`src/rtl/operand_fetch_arbiter.sv`:
```
// Two-requester operand fetch arbiter in front of a registered-read operand memory.
// Define OPFETCH_ROUND_ROBIN_EN for round-robin tie-breaking; the default is fixed priority to requester 0.
module operand_fetch_arbiter #(
  parameter int unsigned ADDR_W = 3,
  parameter int unsigned DATA_W = 8
) (
  input  logic              clk,
  input  logic              reset,
  input  logic              req0,
  input  logic [ADDR_W-1:0] addr0,
  output logic              gnt0,
  output logic              rvalid0,
  output logic [DATA_W-1:0] rdata0,
  input  logic              req1,
  input  logic [ADDR_W-1:0] addr1,
  output logic              gnt1,
  output logic              rvalid1,
  output logic [DATA_W-1:0] rdata1,
  output logic [ADDR_W-1:0] mem_addr,
  input  logic [DATA_W-1:0] mem_rdata,
  output logic              busy
);

  typedef enum logic [1:0] {IDLE, ISSUE, DATA} state_e;

  state_e              state_q, state_d;
  logic [ADDR_W-1:0]   addr_q, addr_d;
  logic                win_q, win_d;
  logic                rvalid0_q, rvalid0_d;
  logic                rvalid1_q, rvalid1_d;
  logic [DATA_W-1:0]   rdata0_q, rdata0_d;
  logic [DATA_W-1:0]   rdata1_q, rdata1_d;
  logic                win_sel;
`ifdef OPFETCH_ROUND_ROBIN_EN
  logic                last_q, last_d;
`endif

  // Winner selection, only consulted in IDLE with at least one request high.
  always_comb begin
`ifdef OPFETCH_ROUND_ROBIN_EN
    if (req0 && req1) win_sel = ~last_q;
    else              win_sel = ~req0;
`else
    win_sel = ~req0;
`endif
  end

  always_ff @(posedge clk) begin
    if (reset) begin
      state_q   <= IDLE;
      addr_q    <= '0;
      win_q     <= 1'b0;
      rvalid0_q <= 1'b0;
      rvalid1_q <= 1'b0;
      rdata0_q  <= '0;
      rdata1_q  <= '0;
`ifdef OPFETCH_ROUND_ROBIN_EN
      last_q    <= 1'b1;
`endif
    end else begin
      state_q   <= state_d;
      addr_q    <= addr_d;
      win_q     <= win_d;
      rvalid0_q <= rvalid0_d;
      rvalid1_q <= rvalid1_d;
      rdata0_q  <= rdata0_d;
      rdata1_q  <= rdata1_d;
`ifdef OPFETCH_ROUND_ROBIN_EN
      last_q    <= last_d;
`endif
    end
  end

  always_comb begin
    state_d = state_q;
    addr_d  = addr_q;
    win_d   = win_q;
`ifdef OPFETCH_ROUND_ROBIN_EN
    last_d  = last_q;
`endif
    unique case (state_q)
      IDLE: begin
        if (req0 || req1) begin
          state_d = ISSUE;
          addr_d  = win_sel ? addr1 : addr0;
          win_d   = win_sel;
`ifdef OPFETCH_ROUND_ROBIN_EN
          last_d  = win_sel;
`endif
        end
      end
      ISSUE:   state_d = DATA;
      DATA:    state_d = IDLE;
      default: state_d = IDLE;
    endcase
  end

  // Memory data arrives during DATA; capture it for the latched winner only.
  always_comb begin
    rvalid0_d = (state_q == DATA) && !win_q;
    rvalid1_d = (state_q == DATA) &&  win_q;
    rdata0_d  = rvalid0_d ? mem_rdata : rdata0_q;
    rdata1_d  = rvalid1_d ? mem_rdata : rdata1_q;
  end

  always_comb begin
    gnt0     = (state_q == ISSUE) && !win_q;
    gnt1     = (state_q == ISSUE) &&  win_q;
    busy     = (state_q != IDLE);
    mem_addr = (state_q == ISSUE) ? addr_q : '0;
    rvalid0  = rvalid0_q;
    rvalid1  = rvalid1_q;
    rdata0   = rdata0_q;
    rdata1   = rdata1_q;
  end

endmodule

```
`config.mk`:
```
export PLATFORM = sky130hd
export DESIGN_NAME = operand_fetch_arbiter
export DESIGN_NICKNAME = d
export VERILOG_FILES = /design/src/rtl/operand_fetch_arbiter.sv
export SDC_FILE = /design/constraint.sdc
export NUM_CORES = 1
export LEC_CHECK = 0
export CAP_MARGIN = 20
export CORE_AREA = 2 2 64 66
export CTS_CLUSTER_DIAMETER = 80
export DETAILED_ROUTE_END_ITERATION = 8
export DIE_AREA = 0 0 66 68
export GPL_ROUTABILITY_DRIVEN = 1
export GPL_TIMING_DRIVEN = 0
export PLACE_DENSITY_LB_ADDON = 0.2
export REMOVE_ABC_BUFFERS = 1
export SLEW_MARGIN = 5
export SYNTH_ARGS = -nofsm -noshare
export SYNTH_HDL_FRONTEND = slang
export SYNTH_SLANG_ARGS = --single-unit
```
`constraint.sdc`:
```
create_clock -name clk -period 1.8 [get_ports clk]
set_input_delay 0.36 -clock clk [delete_from_list [all_inputs] [get_ports clk]]
set_output_delay 0.36 -clock clk [all_outputs]
set_load 0.005 [all_outputs]
```
==> results.sh <==
export IMPL_drv_cap=0
export IMPL_fin_skew_ps=1.99
export IMPL_dpl_cell_area_um2=1360
export IMPL_dieHeight_um=68
export IMPL_postLayoutCellArea_um2=1440
export IMPL_netlist_instances=90
export IMPL_startpoint_type="register"
export IMPL_cp_startpoint="state_q[1]"
export IMPL_synthAdderAreaFrac=0
export IMPL_dieArea_um2=4490
export IMPL_ys_seq_area_frac=0.518
export IMPL_rsz0062_at_grt="no"
export IMPL_required_ps=1440
export IMPL_clock_fmax_mhz=571
export IMPL_hp_class="register to register"
export IMPL_fin_crit_ps=1750
export IMPL_dpl_hpwl_um=1540
export IMPL_min_delay_start="rdata0[0]"
export IMPL_multiInputGateArea_um2=418
export IMPL_num_antenna_cells=0
export IMPL_antenna_found_initial=0
export IMPL_clock_latency_ps=260
export IMPL_h_tree_depth=1
export IMPL_wl_um=2150
export IMPL_synth_top_family_by_area="multiplexers"
export IMPL_fill_cells=412
export IMPL_wl_per_cell_um=11.9
export IMPL_nets=149
export IMPL_die_x_um=66
export IMPL_end_kind="output port"
export IMPL_worst_slew_pin_slew_ps=866
export IMPL_yosys_warnings=0
export IMPL_routed_via_count=755
export IMPL_ys_types=18
export IMPL_crit_type="register to output port"
export IMPL_grt_pass1_vias=715
export IMPL_drive_gt1_frac=0.0769
export IMPL_cts_tree="built"
export IMPL_peakVddDrop_uv=315
export IMPL_area_growth_pct=54.9
export IMPL_synth_area_mux_share=0.205
export IMPL_io_buffer_count=41
export IMPL_gp_congestion=0.614
export IMPL_cts_sinks=24
export IMPL_arrival_ps=1390
export IMPL_synth_compound_area_frac=0.0580
export IMPL_ctsHoldBuffers=0
export IMPL_ios=42
export IMPL_drv_slew=0
export IMPL_root_buffer="clkbuf_8"
export IMPL_dr_first_iter_drc_count=32
export IMPL_finalHoldViolCount=0
export IMPL_syn_area_per_cell_um2=10.3
export IMPL_p_total_w=0.00109
export IMPL_start_util=0.241
export IMPL_grt_max_degree=25
export IMPL_finalSetupViolations=0
export IMPL_final_cell_mix="37 x clkdlybuf4s50_1, 22 x dfxtp_1, 20 x nor2_1"
export IMPL_leakagePower_nw=0.600
export IMPL_seq_area_um2=485
export IMPL_cts_max_path_buffers=2
export IMPL_path_clk_slew_ps=80
export IMPL_maxSlewHeadroom=0.421
export IMPL_grt_ovfl_total=0
export IMPL_status="completed"
export IMPL_numCtsBuffers=3
export IMPL_ys_seq_elements=24
export IMPL_synth_xor_area_share=0
export IMPL_min_period_over_period=0.973
export IMPL_layout_commonest_cell="clkdlybuf4s50_1"
export IMPL_drtAntennaViolNets=0
export IMPL_drc=0
export IMPL_drtPass1Iterations=4
export IMPL_r2r_start="state_q[0]"
export IMPL_grt_usage=0.103
export IMPL_yosys_area_share_simple=0.167
export IMPL_core_area_um2=3860
export IMPL_num_rows=23
export IMPL_vias_per_cell=4.19
export IMPL_syn_area_um2=928
export IMPL_cp_max_fo=5
export IMPL_grt_first_pass_wirelength_um=3440
export IMPL_powerDensity_nw_per_um2=757
## per-layer routing
metal	global-route usage	share of wire	vias up	wire length, µm
met1	0.128	0.43	347	928
met5	0	0	-	0
met3	0.0280	0.054	5	115
met2	0.163	0.49	19	1060
li1	-	-	384	-
met4	0.0536	0.021	0	46
## sequential cells by signal (all words and copies together), names as in the netlist
name     cells
rdata0       8
rdata1       8
addr_q       3
state_q      2
rvalid0      1
rvalid1      1
win_q        1
## stage by stage
| step | setup slack (ps) | utilization | TNS, ps | instances | hold WS, ps |
|---|---|---|---|---|---|
| 2_1_floorplan | 464 | - | 0 | 84 | 432 |
| 3_3_place_gp | 86.8 | 0.352 | 0 | 175 | 478 |
| 3_5_place_dp | -23.1 | 0.352 | -30.3 | 175 | 479 |
| 4_1_cts | 37.2 | 0.371 | 0 | 180 | 503 |
| 5_1_grt | 4.90 | 0.373 | 0 | 180 | 526 |
| 6_report | 48.2 | 0.373 | 0 | 180 | 501 |
## cell usage after synthesis (all sizes together)
master | n | area [µm²]
dfxtp | 24 | 480
nor2 | 21 | 81.3
mux2i | 19 | 190
a21oi | 4 | 20.0
and2 | 4 | 25.0
buf | 4 | 37.5
a311oi | 3 | 26.3
clkbuf | 2 | 7.51
nor2b | 2 | 12.5
a211oi | 1 | 7.51
inv | 1 | 3.75
nand2 | 1 | 3.75
nand2b | 1 | 6.26
nand3b | 1 | 7.51
nor3b | 1 | 12.5
or2 | 1 | 6.26
## worst max-delay path, stage by stage, from the launching register on
cell	delay [ps]
dfxtp_2	370
nand2b_1	170
nor2_1	90
clkdlybuf4s50_1	500
## cells by family (layout without fill, tap and decap cells)
family / count (synthesis) / in the layout
multiplexers: 19 / 19
AND/OR/NAND/NOR: 32 / 32
buffers and inverters: 7 / 47
flip-flops: 24 / 24
AO/OA/AOI/OAI: 8 / 8
## area by class of cell
cell class | count | share of cell area
sequential | 24 | 0.338
multi-input combinational | 59 | 0.291
timing repair buffer | 42 | 0.287
tap | 50 | 0.0435
clock buffer | 4 | 0.0383
inverter | 1 | 0.00261
## report_power, final
group	total [W]	internal [W]	switching, W
logic	0.000156	0.0000954	0.0000607
clock network	0.000362	0.000195	0.000167
registers	0.000571	0.000553	0.0000177
total	0.00109	0.000843	0.000246
## timing repair
item,CTS,global route
gates resized for setup,10,1
buffers inserted,1,0
endpoints found under the setup margin,5,2
## worst paths after layout
check / end / slack, ps / cells past startpoint
min reg2reg: rdata0[0] / 500 / 2
min: rdata0[0] / 500 / 2
max reg2reg: rdata0[1] / 320 / 4
max: gnt0 / 50 / 3
Note: power is estimated with default switching activity, not from simulation.
